--- src/rtl/ps_loop_sqncr_if.sv ---
// ---------------------------------------------------------------------------
// ps_loop_sqncr_if
//   Bundle between the program sequencer and the zero-overhead loop
//   controller.
//   master : the sequencer. Drives loop push/pop, the current fetch address
//            and fetch qualifiers. Receives loop-back redirect and status.
//   slave  : the loop controller (ps_loop_sqncr).
//   Sequencer -> controller: ls_push, ls_strt_add, ls_end_add, ls_cnt,
//                            ls_pop, ps_faddr, ps_fetch_vld, ps_flush
//   Controller -> sequencer: ls_jmp, ls_jmp_add, ls_curcnt, ls_lastiter,
//                            ls_empty, ls_full, ls_ovf
// ---------------------------------------------------------------------------
interface ps_loop_sqncr_if #(
  parameter int AW = 16,
  parameter int CW = 16
);
  logic          ls_push;
  logic [AW-1:0] ls_strt_add;
  logic [AW-1:0] ls_end_add;
  logic [CW-1:0] ls_cnt;
  logic          ls_pop;
  logic [AW-1:0] ps_faddr;
  logic          ps_fetch_vld;
  logic          ps_flush;
  logic          ls_jmp;
  logic [AW-1:0] ls_jmp_add;
  logic [CW-1:0] ls_curcnt;
  logic          ls_lastiter;
  logic          ls_empty;
  logic          ls_full;
  logic          ls_ovf;

  modport master (
    output ls_push, ls_strt_add, ls_end_add, ls_cnt, ls_pop,
           ps_faddr, ps_fetch_vld, ps_flush,
    input  ls_jmp, ls_jmp_add, ls_curcnt, ls_lastiter,
           ls_empty, ls_full, ls_ovf
  );

  modport slave (
    input  ls_push, ls_strt_add, ls_end_add, ls_cnt, ls_pop,
           ps_faddr, ps_fetch_vld, ps_flush,
    output ls_jmp, ls_jmp_add, ls_curcnt, ls_lastiter,
           ls_empty, ls_full, ls_ovf
  );
endinterface

--- src/rtl/ps_loop_sqncr.sv ---
// ---------------------------------------------------------------------------
// ps_loop_sqncr
//   Zero-overhead hardware loop controller. Keeps a stack of active loops
//   {start, end, remaining count}. When the current fetch address hits the
//   end address of the top loop it either requests a loop-back to the start
//   address (count > 1, same cycle) or retires the loop (final iteration).
//   Ports:
//     clk  : clock, rising edge
//     rst  : asynchronous reset, active low
//     bus  : ps_loop_sqncr_if.slave (push/pop, fetch address and qualifiers
//            in; loop-back request, target and stack status out)
//   Parameters: DEPTH nesting depth (>=2), AW address width, CW count width.
// ---------------------------------------------------------------------------
module ps_loop_sqncr #(
  parameter int DEPTH = 4,
  parameter int AW    = 16,
  parameter int CW    = 16
) (
  input  logic           clk,
  input  logic           rst,
  ps_loop_sqncr_if.slave bus
);

  localparam int PW = $clog2(DEPTH + 1);  // pointer holds 0..DEPTH
  localparam int IW = $clog2(DEPTH);      // entry index 0..DEPTH-1

  localparam logic [PW-1:0] PTR_ZERO  = PW'(0);
  localparam logic [PW-1:0] PTR_ONE   = PW'(1);
  localparam logic [PW-1:0] PTR_DEPTH = PW'(DEPTH);
  localparam logic [CW-1:0] CNT_ZERO  = CW'(0);
  localparam logic [CW-1:0] CNT_ONE   = CW'(1);
  localparam logic [AW-1:0] ADD_ZERO  = AW'(0);

  logic [AW-1:0] strt_r [DEPTH];
  logic [AW-1:0] end_r  [DEPTH];
  logic [CW-1:0] cnt_r  [DEPTH];
  logic [PW-1:0] ptr_r;
  logic          ovf_r;

  logic          empty_s;
  logic          full_s;
  logic [IW-1:0] top_idx_s;
  logic [AW-1:0] top_strt_s;
  logic [AW-1:0] top_end_s;
  logic [CW-1:0] top_cnt_s;
  logic          match_s;
  logic          dec_s;
  logic          retire_s;
  logic          pop_s;
  logic [CW-1:0] new_cnt_s;

  logic          wr_en_s;
  logic [IW-1:0] wr_idx_s;
  logic          dec_en_s;
  logic [PW-1:0] ptr_nxt_s;
  logic          ovf_set_s;

  assign empty_s    = (ptr_r == PTR_ZERO);
  assign full_s     = (ptr_r == PTR_DEPTH);
  // Wraps when empty; everything that reads the top entry is gated by empty_s.
  assign top_idx_s  = IW'(ptr_r - PTR_ONE);
  assign top_strt_s = strt_r[top_idx_s];
  assign top_end_s  = end_r[top_idx_s];
  assign top_cnt_s  = cnt_r[top_idx_s];

  assign match_s  = !empty_s && bus.ps_fetch_vld && !bus.ps_flush &&
                    (bus.ps_faddr == top_end_s);
  assign dec_s    = match_s && (top_cnt_s > CNT_ONE);
  // Stored counts are never zero, so "not above one" is the final pass.
  assign retire_s = match_s && (top_cnt_s <= CNT_ONE);
  // Explicit pop and retire on the same edge collapse into one pop.
  assign pop_s    = (bus.ls_pop || retire_s) && !empty_s;
  // A zero count still executes the body once.
  assign new_cnt_s = (bus.ls_cnt == CNT_ZERO) ? CNT_ONE : bus.ls_cnt;

  // Stack update decode: which slot is written, decremented, and the new pointer.
  always_comb begin
    wr_en_s   = 1'b0;
    wr_idx_s  = top_idx_s;
    dec_en_s  = 1'b0;
    ptr_nxt_s = ptr_r;
    ovf_set_s = 1'b0;
    if (bus.ls_push && pop_s) begin
      // Push and pop together replace the top entry in place.
      wr_en_s  = 1'b1;
      wr_idx_s = top_idx_s;
    end else if (pop_s) begin
      ptr_nxt_s = ptr_r - PTR_ONE;
    end else begin
      dec_en_s = dec_s;
      if (bus.ls_push) begin
        if (full_s) begin
          ovf_set_s = 1'b1;
        end else begin
          wr_en_s   = 1'b1;
          wr_idx_s  = IW'(ptr_r);
          ptr_nxt_s = ptr_r + PTR_ONE;
        end
      end else begin
        wr_en_s = 1'b0;
      end
    end
  end

  // Loop stack storage, pointer and sticky overflow flag.
  always_ff @(posedge clk or negedge rst) begin
    if (!rst) begin
      for (int i = 0; i < DEPTH; i++) begin
        strt_r[i] <= ADD_ZERO;
        end_r[i]  <= ADD_ZERO;
        cnt_r[i]  <= CNT_ZERO;
      end
      ptr_r <= PTR_ZERO;
      ovf_r <= 1'b0;
    end else begin
      if (wr_en_s) begin
        strt_r[wr_idx_s] <= bus.ls_strt_add;
        end_r[wr_idx_s]  <= bus.ls_end_add;
        cnt_r[wr_idx_s]  <= new_cnt_s;
      end
      // Decrement targets the old top; a same-edge push lands one slot above.
      if (dec_en_s) begin
        cnt_r[top_idx_s] <= top_cnt_s - CNT_ONE;
      end
      ptr_r <= ptr_nxt_s;
      if (ovf_set_s) begin
        ovf_r <= 1'b1;
      end
    end
  end

  assign bus.ls_jmp      = dec_s;
  assign bus.ls_lastiter = retire_s;
  assign bus.ls_jmp_add  = empty_s ? ADD_ZERO : top_strt_s;
  assign bus.ls_curcnt   = empty_s ? CNT_ZERO : top_cnt_s;
  assign bus.ls_empty    = empty_s;
  assign bus.ls_full     = full_s;
  assign bus.ls_ovf      = ovf_r;

endmodule

--- src/flat_wrapper.sv ---
// flat-port wrapper written by rule: the top's interface ports become plain ports
module ps_loop_sqncr_flat 
#(
  parameter int DEPTH = 4,
  parameter int AW    = 16,
  parameter int CW    = 16
)
  (clk, rst, bus_ls_push, bus_ls_strt_add, bus_ls_end_add, bus_ls_cnt, bus_ls_pop, bus_ps_faddr, bus_ps_fetch_vld, bus_ps_flush, bus_ls_jmp, bus_ls_jmp_add, bus_ls_curcnt, bus_ls_lastiter, bus_ls_empty, bus_ls_full, bus_ls_ovf);
  ps_loop_sqncr_if #(.AW(AW), .CW(CW)) bus_i ();
  input  logic clk;
  input  logic rst;
  input wire logic [$bits(bus_i.ls_push)-1:0] bus_ls_push;
  input wire logic [$bits(bus_i.ls_strt_add)-1:0] bus_ls_strt_add;
  input wire logic [$bits(bus_i.ls_end_add)-1:0] bus_ls_end_add;
  input wire logic [$bits(bus_i.ls_cnt)-1:0] bus_ls_cnt;
  input wire logic [$bits(bus_i.ls_pop)-1:0] bus_ls_pop;
  input wire logic [$bits(bus_i.ps_faddr)-1:0] bus_ps_faddr;
  input wire logic [$bits(bus_i.ps_fetch_vld)-1:0] bus_ps_fetch_vld;
  input wire logic [$bits(bus_i.ps_flush)-1:0] bus_ps_flush;
  output wire logic [$bits(bus_i.ls_jmp)-1:0] bus_ls_jmp;
  output wire logic [$bits(bus_i.ls_jmp_add)-1:0] bus_ls_jmp_add;
  output wire logic [$bits(bus_i.ls_curcnt)-1:0] bus_ls_curcnt;
  output wire logic [$bits(bus_i.ls_lastiter)-1:0] bus_ls_lastiter;
  output wire logic [$bits(bus_i.ls_empty)-1:0] bus_ls_empty;
  output wire logic [$bits(bus_i.ls_full)-1:0] bus_ls_full;
  output wire logic [$bits(bus_i.ls_ovf)-1:0] bus_ls_ovf;
  assign bus_i.ls_push = bus_ls_push;
  assign bus_i.ls_strt_add = bus_ls_strt_add;
  assign bus_i.ls_end_add = bus_ls_end_add;
  assign bus_i.ls_cnt = bus_ls_cnt;
  assign bus_i.ls_pop = bus_ls_pop;
  assign bus_i.ps_faddr = bus_ps_faddr;
  assign bus_i.ps_fetch_vld = bus_ps_fetch_vld;
  assign bus_i.ps_flush = bus_ps_flush;
  assign bus_ls_jmp = bus_i.ls_jmp;
  assign bus_ls_jmp_add = bus_i.ls_jmp_add;
  assign bus_ls_curcnt = bus_i.ls_curcnt;
  assign bus_ls_lastiter = bus_i.ls_lastiter;
  assign bus_ls_empty = bus_i.ls_empty;
  assign bus_ls_full = bus_i.ls_full;
  assign bus_ls_ovf = bus_i.ls_ovf;
  ps_loop_sqncr #(.DEPTH(DEPTH), .AW(AW), .CW(CW)) u_core (.clk(clk), .rst(rst), .bus(bus_i));
endmodule
--- config.mk ---
export PLATFORM = sky130hd
export DESIGN_NAME = ps_loop_sqncr_flat
export DESIGN_NICKNAME = d
export VERILOG_FILES = /design/src/rtl/ps_loop_sqncr_if.sv /design/src/rtl/ps_loop_sqncr.sv /design/src/flat_wrapper.sv
export SDC_FILE = /design/constraint.sdc
export NUM_CORES = 1
export LEC_CHECK = 0
export BUFFER_PORTS_ARGS = -buffer_cell sky130_fd_sc_hd__buf_4
export CAP_MARGIN = 20
export CELL_PAD_IN_SITES_DETAIL_PLACEMENT = 0
export CELL_PAD_IN_SITES_GLOBAL_PLACEMENT = 1
export CORE_MARGIN = 2
export CORE_UTILIZATION = 49
export DETAILED_ROUTE_END_ITERATION = 10
export GPL_TIMING_DRIVEN = 1
export PLACE_DENSITY_LB_ADDON = 0.1
export SLEW_MARGIN = 20
export SYNTH_ARGS = -nofsm -noshare
export SYNTH_HDL_FRONTEND = slang
export SYNTH_SLANG_ARGS = --single-unit
export TNS_END_PERCENT = 50
--- constraint.sdc ---
create_clock -name clk -period 9.77 [get_ports clk]
set_clock_uncertainty 0.1 [all_clocks]
set_input_delay 0 -clock clk [delete_from_list [all_inputs] [get_ports clk]]
set_output_delay 0 -clock clk [all_outputs]
set_load 0.005 [all_outputs]
==> reports/qor.csv <==
metric,value,unit
Clock power frac,0.139,
crit path cell chain,clkinv_1 > ha_4 > mux4_2 > inv_1 > ha_1 > nor2_1 > nand3b_1 > o31ai_1 > and4_4 > a41oi_4 > and4bb_2 > o31ai_4 > buf_4 > mux2_2,
Cell variety after synth,58,
antenna violations before repair,0,
number of global-route vias before repair,7704,
DR WL/cell,21.9,µm
post-route setup slack,3130,ps
Hold Slack,33.5,ps
Nets,991,
syn_nets,878,
CTS tree,yes,
detailed placement HPWL,16.2,mm
Clock transition at path regs,70,ps
sequential area share after synthesis,0.482,
Syn. warnings,0,
RSZ-0062 raised after global routing,no,
drt via density,6.07,
Leak,5.11,nW
Ant. Diodes,0,
Setup Viol. Count Final,0,
Max VDD drop,0.193,mV
"Buf+Inv Stages, Crit Path",3,
Core ar.,20300,µm²
setup tns final,0,ps
min-delay worst type,input port to flip-flop,
area of the die,21900,µm²
period utilization,0.679,
final count of hold timing violations,0,
critical path required time,9980,ps
Critical Path Fanout Max,66,
Overflow after GRT,0,
GRT Total Usage,0.247,
power per cell area,397,nW/µm²
Critical Path Sink Type,flip-flop,
"Largest delay share family, worst path",compound AO/OA/AOI/OAI gates,
Max-slew headroom,0.287,
Routed WL,26.3,mm
Worst path slowest cell,ha_4,
first-pass GRT wire length,41.8,mm
#FFs+latches synth,196,
Pre-Repair DR Iteration Count,5,
Place WS,3160,ps
Fillers,1661,
"Cell Area, Synth",10200,µm²
width of the die,148,µm
vias,7263,
H-tree Lvls,4,
"non-filler cells, final",1197,
largest net degree at the start of global routing,116,
Placed Cells incl. Taps,1121,
Synth Flop Type,dfrtp_1,
Least-Margin Pin Slew,1070,ps
Final ANT Viol Nets,0,
Worst-Skew Late Latency,430,ps
Max Buffers Root-to-Sink,2,
critical path type,flip-flop to flip-flop,
share of post-route cells with drive strength above 1,0.351,
# Max-Cap Violations,0,
Post-synth EDFFs,0,
Cells after Synth,801,
Die Height,148,µm
Post-synth ARST share,1.00,
DRC violations left,0,
multi-input logic area,4950,µm²
Reg power frac,0.304,
fin crit period,6640,ps
port buffer count,106,
met2 usage,0.408,
gpl congestion,0.796,
GR peak layer,met2,
combinational share of power,0.558,
switching share of power,0.392,
"Slew Viols, Final",0,
status,finished clean,
I/O pins,107,
Critical Path Source Type,flip-flop,
Reg area,4910,µm²
CTS Hold Bufs,44,
Initial Utilization,0.502,
CTS buffer count,17,
CTS Root Cell,clkbuf_16,
Internal,2.92,mW
CTS sink count,196,
Psw,1.89,mW
row cnt,52,
grt met3 use,0.0503,
met1 Usage GRT,0.332,
CP arrival,6850,ps
Syn-to-layout area delta,19.2,%
DRT iter0 DRCs,460,
Fmax,151,MHz
CP max stage delay,1110,ps
Post-CTS Setup Repair Bufs,0,
syn avg cell area,12.7,µm²
post-cts sizing count,0,
[final timing paths]
kind                              startpoint                end  slack (ps)  cells past startpoint
max                          u_core.ptr_r[0]   u_core.end_r[36]        3130                     14
min                            bus_ls_cnt[2]   u_core.cnt_r[50]          30                      4
max reg2reg                  u_core.ptr_r[0]   u_core.end_r[36]        3130                     14
min reg2reg                u_core.strt_r[29]  u_core.strt_r[29]         390                      1
max in group asynchronous                rst    u_core.ptr_r[0]        8080                      3
min in group asynchronous                rst  u_core.strt_r[10]         120                      2
[sequential cells by signal, summed over array words and instances, names as in the netlist]
signal / flops
u_core.cnt_r: 64
u_core.strt_r: 64
u_core.bus.ls_ovf: 1
u_core.end_r: 64
u_core.ptr_r: 3
[placed cells by master (no fill, tap or decap), types with 10 or more instances in the layout]
cell type and n:
a21oi_1 64, a221oi_1 66, and2_1 51, buf_4 117, clkbuf_16 17, dfrtp_1 195
dlygate4sd3_1 44, inv_1 10, mux2_1 12, mux2_2 117, mux2i_1 22, mux4_2 40
nand2_1 17, nor2_1 23, xnor2_1 20
[synth_stat cells (8+ instances only)]
master | number | area (µm²)
or3_1 | 8 | 50.1
mux2i_1 | 22 | 220
mux4_2 | 40 | 901
inv_1 | 10 | 37.5
and2_1 | 51 | 319
nand2_1 | 17 | 63.8
mux2_2 | 117 | 1320
xnor2_1 | 20 | 175
buf_2 | 29 | 145
a21oi_1 | 64 | 320
nor2_1 | 23 | 86.3
buf_1 | 8 | 30.0
clkbuf_1 | 21 | 78.8
mux2_1 | 12 | 135
dfrtp_1 | 196 | 4900
a221oi_1 | 66 | 578
[power by group through the flow]
stage / sequential (mW) / clock (mW) / combinational [mW]
after floorplan: 1.36 / 0 / 1.95
after global placement: 1.44 / 0 / 2.62
after detailed placement: 1.47 / 0 / 2.68
after CTS: 1.46 / 0.679 / 2.70
after global routing: 1.51 / 0.717 / 2.90
final: 1.46 / 0.668 / 2.68
[worst reg2reg max path, stage by stage (launching register included)]
cell and delay (ps):
dfrtp_4 680, clkinv_1 400, ha_4 1110, mux4_2 480, inv_1 140, ha_1 280
nor2_1 160, nand3b_1 130, o31ai_1 70, and4_4 230, a41oi_4 550, and4bb_2 330
o31ai_4 820, buf_4 600, mux2_2 440
[per-layer routing]
layer  up-vias  share of wire
li1       3247              -
met1      3740           0.44
met2       244           0.50
met3        32          0.054
met4         0          0.013
met5         -              0
[kinds of logic after synthesis]
kind of cell | share of synthesized area
flops | 0.482
mux | 0.253
compound gates | 0.116
simple gates | 0.0789
buf+inv | 0.0387
xor+xnor | 0.0232
fa+ha+maj | 0.00860
[cell type report]
| cell class | count | share of cell area |
|---|---|---|
| Multi-Input combinational cell | 525 | 0.408 |
| Timing Repair Buffer | 163 | 0.111 |
| Tap cell | 270 | 0.0278 |
| Sequential cell | 196 | 0.404 |
| Clock buffer | 19 | 0.0365 |
| Clock inverter | 13 | 0.00938 |
| Inverter | 11 | 0.00340 |
[per-stage QoR]
step	util	area (µm²)	total power [mW]
2_1_floorplan	-	10200	3.32
3_5_place_dp	0.549	11100	4.15
6_report	0.598	12100	4.81
3_3_place_gp	0.549	11100	4.06
4_1_cts	0.598	12100	4.83
5_1_grt	0.598	12100	5.12
Power figures use the tool's default switching activity.
